## config.mk

```make
export PLATFORM = sky130hd
export DESIGN_NAME = alu_issue_stage
export DESIGN_NICKNAME = d
export VERILOG_FILES = /design/src/rtl/alu_defs_pkg.sv /design/src/rtl/alu_ctrl_decode.sv /design/src/rtl/alu_issue_stage.sv
export SDC_FILE = /design/constraint.sdc
export NUM_CORES = 1
export LEC_CHECK = 0
export ABC_AREA = 1
export CAP_MARGIN = 20
export CORE_MARGIN = 4
export CORE_UTILIZATION = 35
export CTS_CLUSTER_DIAMETER = 40
export CTS_CLUSTER_SIZE = 12
export DETAILED_ROUTE_END_ITERATION = 12
export PLACE_DENSITY = 0.68
export SLEW_MARGIN = 15
export SYNTH_ARGS = -nofsm -noshare
export SYNTH_HDL_FRONTEND = slang
export SYNTH_SLANG_ARGS = --single-unit
```

## constraint.sdc

```tcl
create_clock -name clk -period 1.35 [get_ports clk]
set_input_delay 0.27 -clock clk [delete_from_list [all_inputs] [get_ports clk]]
set_output_delay 0.27 -clock clk [all_outputs]
set_load 0.1 [all_outputs]
```

## src/rtl/alu_defs_pkg.sv

```systemverilog
// Shared definitions for the ALU issue stage: ALU control codes, alu_op classes,
// R-type funct values, operand-B selects and the issue FSM states.
package alu_defs_pkg;

    localparam logic [3:0] ALU_AND     = 4'b0000;
    localparam logic [3:0] ALU_OR      = 4'b0001;
    localparam logic [3:0] ALU_ADD     = 4'b0010;
    localparam logic [3:0] ALU_SUB     = 4'b0011;
    localparam logic [3:0] ALU_SLT     = 4'b0100;
    localparam logic [3:0] ALU_NOR     = 4'b0101;
    localparam logic [3:0] ALU_SLL     = 4'b1000;
    localparam logic [3:0] ALU_SRL     = 4'b1001;
    localparam logic [3:0] ALU_ILLEGAL = 4'b1111;

    localparam logic [1:0] OP_MEM    = 2'b00;
    localparam logic [1:0] OP_BRANCH = 2'b01;
    localparam logic [1:0] OP_RTYPE  = 2'b10;
    localparam logic [1:0] OP_ORI    = 2'b11;

    localparam logic [5:0] FUNCT_AND = 6'b100100;
    localparam logic [5:0] FUNCT_OR  = 6'b100101;
    localparam logic [5:0] FUNCT_ADD = 6'b100000;
    localparam logic [5:0] FUNCT_SUB = 6'b100010;
    localparam logic [5:0] FUNCT_SLT = 6'b101010;
    localparam logic [5:0] FUNCT_NOR = 6'b100111;
    localparam logic [5:0] FUNCT_SLL = 6'b000000;
    localparam logic [5:0] FUNCT_SRL = 6'b000010;

    typedef enum logic [1:0] {
        B_RT       = 2'd0,
        B_SEXT_IMM = 2'd1,
        B_ZEXT_IMM = 2'd2,
        B_SHAMT    = 2'd3
    } b_sel_e;

    typedef enum logic [1:0] {
        ST_EMPTY = 2'd0,
        ST_FULL  = 2'd1,
        ST_SKID  = 2'd2
    } issue_state_e;

    // Unsupported funct values map to ALU_ILLEGAL, which the ALU treats as "produce 0".
    function automatic logic [3:0] rtype_ctrl(input logic [5:0] funct);
        logic [3:0] ctrl;
        case (funct)
            FUNCT_AND: ctrl = ALU_AND;
            FUNCT_OR:  ctrl = ALU_OR;
            FUNCT_ADD: ctrl = ALU_ADD;
            FUNCT_SUB: ctrl = ALU_SUB;
            FUNCT_SLT: ctrl = ALU_SLT;
            FUNCT_NOR: ctrl = ALU_NOR;
            FUNCT_SLL: ctrl = ALU_SLL;
            FUNCT_SRL: ctrl = ALU_SRL;
            default:   ctrl = ALU_ILLEGAL;
        endcase
        return ctrl;
    endfunction

endpackage

```

## src/rtl/alu_ctrl_decode.sv

```systemverilog
// Combinational decode of alu_op/funct into the ALU control code, the operand
// selects and the illegal-funct flag; used on the input side before capture.
module alu_ctrl_decode
    import alu_defs_pkg::*;
(
    input  logic [1:0] alu_op,
    input  logic [5:0] funct,
    output logic [3:0] control,
    output b_sel_e     b_sel,
    output logic       a_from_rt,
    output logic       illegal
);

    always_comb begin
        control   = ALU_ADD;
        b_sel     = B_RT;
        a_from_rt = 1'b0;
        illegal   = 1'b0;
        case (alu_op)
            OP_MEM: begin
                control = ALU_ADD;
                b_sel   = B_SEXT_IMM;
            end
            OP_BRANCH: begin
                control = ALU_SUB;
                b_sel   = B_RT;
            end
            OP_ORI: begin
                control = ALU_OR;
                b_sel   = B_ZEXT_IMM;
            end
            OP_RTYPE: begin
                control = rtype_ctrl(funct);
                illegal = (control == ALU_ILLEGAL);
                // Shifts operate on rt by the immediate shift amount.
                if (funct == FUNCT_SLL || funct == FUNCT_SRL) begin
                    a_from_rt = 1'b1;
                    b_sel     = B_SHAMT;
                end
            end
            default: begin
                control = ALU_ADD;
            end
        endcase
    end

endmodule

```

## src/rtl/alu_issue_stage.sv

```systemverilog
// Execute-issue stage: decodes, selects and registers ALU operands behind a
// valid/ready handshake with a one-entry skid. Optional forwarding: ALU_ISSUE_FWD_EN.
module alu_issue_stage
    import alu_defs_pkg::*;
#(
    parameter int DATA_W = 32
) (
    input  logic              clk,
    input  logic              reset,
    input  logic              in_valid,
    output logic              in_ready,
    input  logic [1:0]        alu_op,
    input  logic [5:0]        funct,
    input  logic [4:0]        shamt,
    input  logic [15:0]       imm,
    input  logic [4:0]        rs_idx,
    input  logic [4:0]        rt_idx,
    input  logic [4:0]        rd_idx,
    input  logic [DATA_W-1:0] rs_data,
    input  logic [DATA_W-1:0] rt_data,
    input  logic              fwd_valid,
    input  logic [4:0]        fwd_idx,
    input  logic [DATA_W-1:0] fwd_data,
    input  logic              flush,
    output logic              out_valid,
    input  logic              out_ready,
    output logic [3:0]        control_signal,
    output logic [DATA_W-1:0] in_world_a,
    output logic [DATA_W-1:0] in_world_b,
    output logic [4:0]        out_rd,
    output logic              out_illegal
);

    // Handshake: a transfer happens on a rising edge where valid && ready are both high;
    // the producer holds its payload stable while valid is high and ready is low.

    issue_state_e      state;
    issue_state_e      next_state;

    logic [3:0]        dec_control;
    b_sel_e            dec_b_sel;
    logic              dec_a_from_rt;
    logic              dec_illegal;

    logic [DATA_W-1:0] rs_val;
    logic [DATA_W-1:0] rt_val;
    logic [DATA_W-1:0] new_a;
    logic [DATA_W-1:0] new_b;

    logic [3:0]        skid_control;
    logic [DATA_W-1:0] skid_a;
    logic [DATA_W-1:0] skid_b;
    logic [4:0]        skid_rd;
    logic              skid_illegal;

    logic              in_fire;
    logic              out_fire;
    logic              load_out_new;
    logic              load_out_skid;
    logic              load_skid;

    alu_ctrl_decode u_decode (
        .alu_op    (alu_op),
        .funct     (funct),
        .control   (dec_control),
        .b_sel     (dec_b_sel),
        .a_from_rt (dec_a_from_rt),
        .illegal   (dec_illegal)
    );

`ifdef ALU_ISSUE_FWD_EN
    // Forwarding is resolved once at capture; entries already held keep their operands.
    assign rs_val = (fwd_valid && (fwd_idx != 5'd0) && (fwd_idx == rs_idx)) ? fwd_data : rs_data;
    assign rt_val = (fwd_valid && (fwd_idx != 5'd0) && (fwd_idx == rt_idx)) ? fwd_data : rt_data;
`else
    logic unused_fwd;
    assign unused_fwd = ^{fwd_valid, fwd_idx, fwd_data, rs_idx, rt_idx};
    assign rs_val = rs_data;
    assign rt_val = rt_data;
`endif

    assign new_a = dec_a_from_rt ? rt_val : rs_val;

    always_comb begin
        new_b = rt_val;
        case (dec_b_sel)
            B_RT:       new_b = rt_val;
            B_SEXT_IMM: new_b = {{(DATA_W-16){imm[15]}}, imm};
            B_ZEXT_IMM: new_b = {{(DATA_W-16){1'b0}}, imm};
            B_SHAMT:    new_b = {{(DATA_W-5){1'b0}}, shamt};
            default:    new_b = rt_val;
        endcase
    end

    assign in_fire  = in_valid && in_ready;
    assign out_fire = out_valid && out_ready;

    always_comb begin
        next_state    = state;
        load_out_new  = 1'b0;
        load_out_skid = 1'b0;
        load_skid     = 1'b0;
        if (flush) begin
            next_state = ST_EMPTY;
        end else begin
            case (state)
                ST_EMPTY: begin
                    if (in_fire) begin
                        next_state   = ST_FULL;
                        load_out_new = 1'b1;
                    end
                end
                ST_FULL: begin
                    if (in_fire && out_fire) begin
                        load_out_new = 1'b1;
                    end else if (in_fire) begin
                        next_state = ST_SKID;
                        load_skid  = 1'b1;
                    end else if (out_fire) begin
                        next_state = ST_EMPTY;
                    end
                end
                ST_SKID: begin
                    if (out_fire) begin
                        next_state    = ST_FULL;
                        load_out_skid = 1'b1;
                    end
                end
                default: begin
                    next_state = ST_EMPTY;
                end
            endcase
        end
    end

    always_ff @(posedge clk) begin
        if (reset) begin
            state          <= ST_EMPTY;
            in_ready       <= 1'b1;
            out_valid      <= 1'b0;
            control_signal <= ALU_AND;
            in_world_a     <= '0;
            in_world_b     <= '0;
            out_rd         <= '0;
            out_illegal    <= 1'b0;
            skid_control   <= ALU_AND;
            skid_a         <= '0;
            skid_b         <= '0;
            skid_rd        <= '0;
            skid_illegal   <= 1'b0;
        end else begin
            state     <= next_state;
            in_ready  <= (next_state != ST_SKID);
            out_valid <= (next_state != ST_EMPTY);
            if (load_out_new) begin
                control_signal <= dec_control;
                in_world_a     <= new_a;
                in_world_b     <= new_b;
                out_rd         <= rd_idx;
                out_illegal    <= dec_illegal;
            end else if (load_out_skid) begin
                control_signal <= skid_control;
                in_world_a     <= skid_a;
                in_world_b     <= skid_b;
                out_rd         <= skid_rd;
                out_illegal    <= skid_illegal;
            end
            if (load_skid) begin
                skid_control <= dec_control;
                skid_a       <= new_a;
                skid_b       <= new_b;
                skid_rd      <= rd_idx;
                skid_illegal <= dec_illegal;
            end
        end
    end

endmodule
```

==> impl_metrics.yaml <==
outcome:
  outcome: "finished with violations"
  failed_checks: "setup timing"
drt:
  wl_per_cell_um: 18.2
  drt_pass1_iterations: 6
  wl_um: 29700
  first_iter_violations: 875
  viasPerCell: 5.20
  drc: 0
  via_count: 8471
  antenna_left: 0
synthesis:
  yosysTopAreaCellShare_pct: 41.1
  syn_avg_cell_area_um2: 6.65
  synthArstFlopShare_pct: 0
  synth_cell_types: 27
  syn-cell-area_um2: 7410
  ys.flop_type: "dfxtp_1"
  ys_ff_latch: 152
  syn_inst: 1115
  yosysWarnings: 0
  synth_top_family_by_area: "compound AO/OA/AOI/OAI gates"
  synthMuxAreaShare_pct: 0
  synthXorXnorAreaFrac_pct: 0
  synth_fa_ha_area_share_pct: 0
  synth_edf_count: 0
  yosys.area_share.simple_pct: 22.0
  synth_area_leaders: "dfxtp_1 41%, nand2_1 13%, inv_1 8.8%"
  ys_seq_area_share_pct: 41.1
  yosys.area.top_type: "dfxtp_1"
  syn_nets: 1266
  synth-compound-area-share_pct: 22.1
die:
  dieArea_um2: 23600
  io_pins: 227
  start_util_pct: 36.1
  die_h_um: 154
  rows: 52
  coreArea_um2: 20600
  die_x_um: 154
global_route:
  first_global_vias: 7664
  grtUsageTotal_pct: 21.9
  grt_pass1_wl_um: 41600
  grt_max_degree: 42
  antenna_found_initial: 1
  overflow: 0
setup_path:
  regToRegSetupSlack_ns: -0.18
  ff2ff_path_depth: 10
  crit_fanout: 8
  startpoint: "out_valid"
  critPathRequiredTime_ns: 1.73
  regToRegStartpoint: "out_valid"
  worst_setup_path_start_kind: "flop"
  crit_path_end: "skid_b[0]"
  r2r_end: "skid_b[0]"
  critPathCaptureType: "flop"
  path_class: "reg2reg"
  arrival_ns: 1.91
pwr:
  ir_worst_vdd_v: 0.000852
  pwr-share-seq_pct: 36.9
  switching_share_pct: 34.1
  p_total_mw: 13.4
  p_sw_mw: 4.55
  combPwrFrac_pct: 28.1
  p_clk_share_pct: 35.0
  p_leak_nw: 6.02
  intPower_mw: 8.80
  pwr_density_cell_nw_per_um2: 1050
place:
  gp_congestion: 0.861
  place_hpwl_um: 17300
  dp_cells: 1544
  numPortBuffers: 178
hold_path:
  min_path_cells: 5
  hold_class: "in2reg"
clock_network:
  cts-buffers-inserted: 17
  cts_max_level: 4
  holdBufCountCts: 0
  cts.clk_slew.worst_paths_ns: 0.07
  cts_root_buffer: "clkbuf_16"
  clk_latency_ns: 0.43
  cts_tree: "yes"
  cts_buffer_depth: 2
  cts_num_sinks: 152
timing:
  slew_headroom_pct: 70.5
  fin_ws_ns: -0.185
  finalSetupViolCount: 110
  worst_pin_slew_ns: 0.441
  finalCriticalPeriod_ns: 1.53
  setup_tns_ns: -4.96
  fmax_mhz: 652
  finalHoldViolCount: 0
  skew_ns: 0.00799
  period_share_pct: 114
  rsz0062_at_grt: "yes"
  finalMaxSlewViolations: 0
final_layout:
  final_util_pct: 61.6
  fin_nets: 1496
  area_growth_pct: 70.9
  antenna_cells: 0
  n_fill_cell: 1675
  seq_area_um2: 3060
  multiInputGateArea_um2: 3850
  drive_above_1_share_pct: 27.6
  final_cells: 1628
flow_run:
  cap_violations: 0
[synthesized netlist by cell type (5+ instances only)]
| library cell | instances |
|---|---|
| nor3_1 | 5 |
| nand2_1 | 258 |
| clkbuf_2 | 5 |
| nor2_1 | 106 |
| o21ai_0 | 102 |
| buf_1 | 7 |
| a21oi_1 | 76 |
| a31oi_1 | 6 |
| clkbuf_1 | 21 |
| dfxtp_1 | 152 |
| buf_2 | 20 |
| buf_4 | 9 |
| buf_6 | 7 |
| inv_1 | 173 |
| nand4_1 | 6 |
| o21ai_1 | 90 |
| nand3_1 | 15 |
| o211ai_1 | 34 |
[state kept, by name (all words and copies together), names as in the netlist, 2 cells and up]
name,flops
in_world_b,32
skid_a,32
control_signal,4
out_rd,5
state,2
in_world_a,32
skid_b,32
skid_control,4
skid_rd,5
[cell families (layout without fill, tap and decap cells)]
logic type / Yosys count / in the layout
DFF: 152 / 152
buffers and inverters: 249 / 492
and+or+nand+nor: 405 / 405
AOI/OAI and AO/OA: 309 / 309
[cell usage in the layout (no fill, tap or decap), drive strengths merged, types with 7 or more instances in the layout]
master / instances
o21ai: 192
a21oi: 76
clkdlybuf4s50: 93
nand2: 264
nand3: 18
clkbuf: 33
dfxtp: 152
nor2: 112
o211ai: 34
clkinvlp: 7
buf: 165
clkinv: 8
inv: 178
[stage by stage]
step | cell area (um2) | setup slack (ns) | hold slack [ns]
final | 12700 | -0.185 | 0.341
after global routing | 12700 | -0.246 | 0.339
after CTS | 11600 | -0.0749 | 0.319
after detailed placement | 10600 | -0.740 | 0.479
after global placement | 10600 | -0.683 | 0.465
after floorplan | 7520 | -0.158 | 0.433
[critical path, cell delays in order (launching register included)]
cell	delay, ns
dfxtp_4	0.35
nand2_4	0.11
nand2_8	0.08
nor2_4	0.16
nand2_8	0.11
buf_12	0.17
clkinv_8	0.08
nor2_1	0.04
nor2_1	0.19
o21ai_2	0.10
inv_1	0.08
[power groups by stage]
stage / clock, mW / sequential [mW] / combinational, mW
after global placement: 0 / 5.01 / 3.32
after floorplan: 0 / 6.04 / 0.841
after CTS: 4.66 / 4.92 / 3.47
final: 4.67 / 4.93 / 3.75
after detailed placement: 0 / 5.01 / 3.35
after global routing: 4.89 / 4.95 / 3.92
[worst min path at each step]
stage / startpoint / end / slack, ns
3_5_place_dp: skid_rd[2] / skid_rd[2] / 0.48
4_1_cts: reset / state[0] / 0.32
5_1_grt: reset / state[0] / 0.34
6_report: flush / state[0] / 0.34
3_3_place_gp: skid_rd[2] / skid_rd[2] / 0.46
2_1_floorplan: rd_idx[4] / skid_rd[4] / 0.43
[area by class of cell]
cell class                 count  area share (%)
sequential                   152            24.2
tap                          270            2.67
multi-input combinational    714            30.4
timing repair buffer         278            31.8
inverter                     177            5.66
timing repair inverter         5           0.859
clock inverter                12           0.938
clock buffer                  20            3.53
[timing repair]
item / in CTS / in global routing
cloned: 7 / 21
setup buffers: 9 / 17
pin swaps: 9 / 35
setup endpoints to repair: 148 / 153
gates resized for setup: 93 / 171
[routing by layer]
layer,wire length (um),track usage (%),vias up,share of wire (%)
li1,-,-,4005,-
met1,11700,28.1,3911,40
met2,14300,36.0,466,48
met3,2600,5.34,87,8.7
met4,1090,7.78,2,3.7
met5,13,0,-,0.044
No activity file was read; power rests on OpenSTA's default activity.
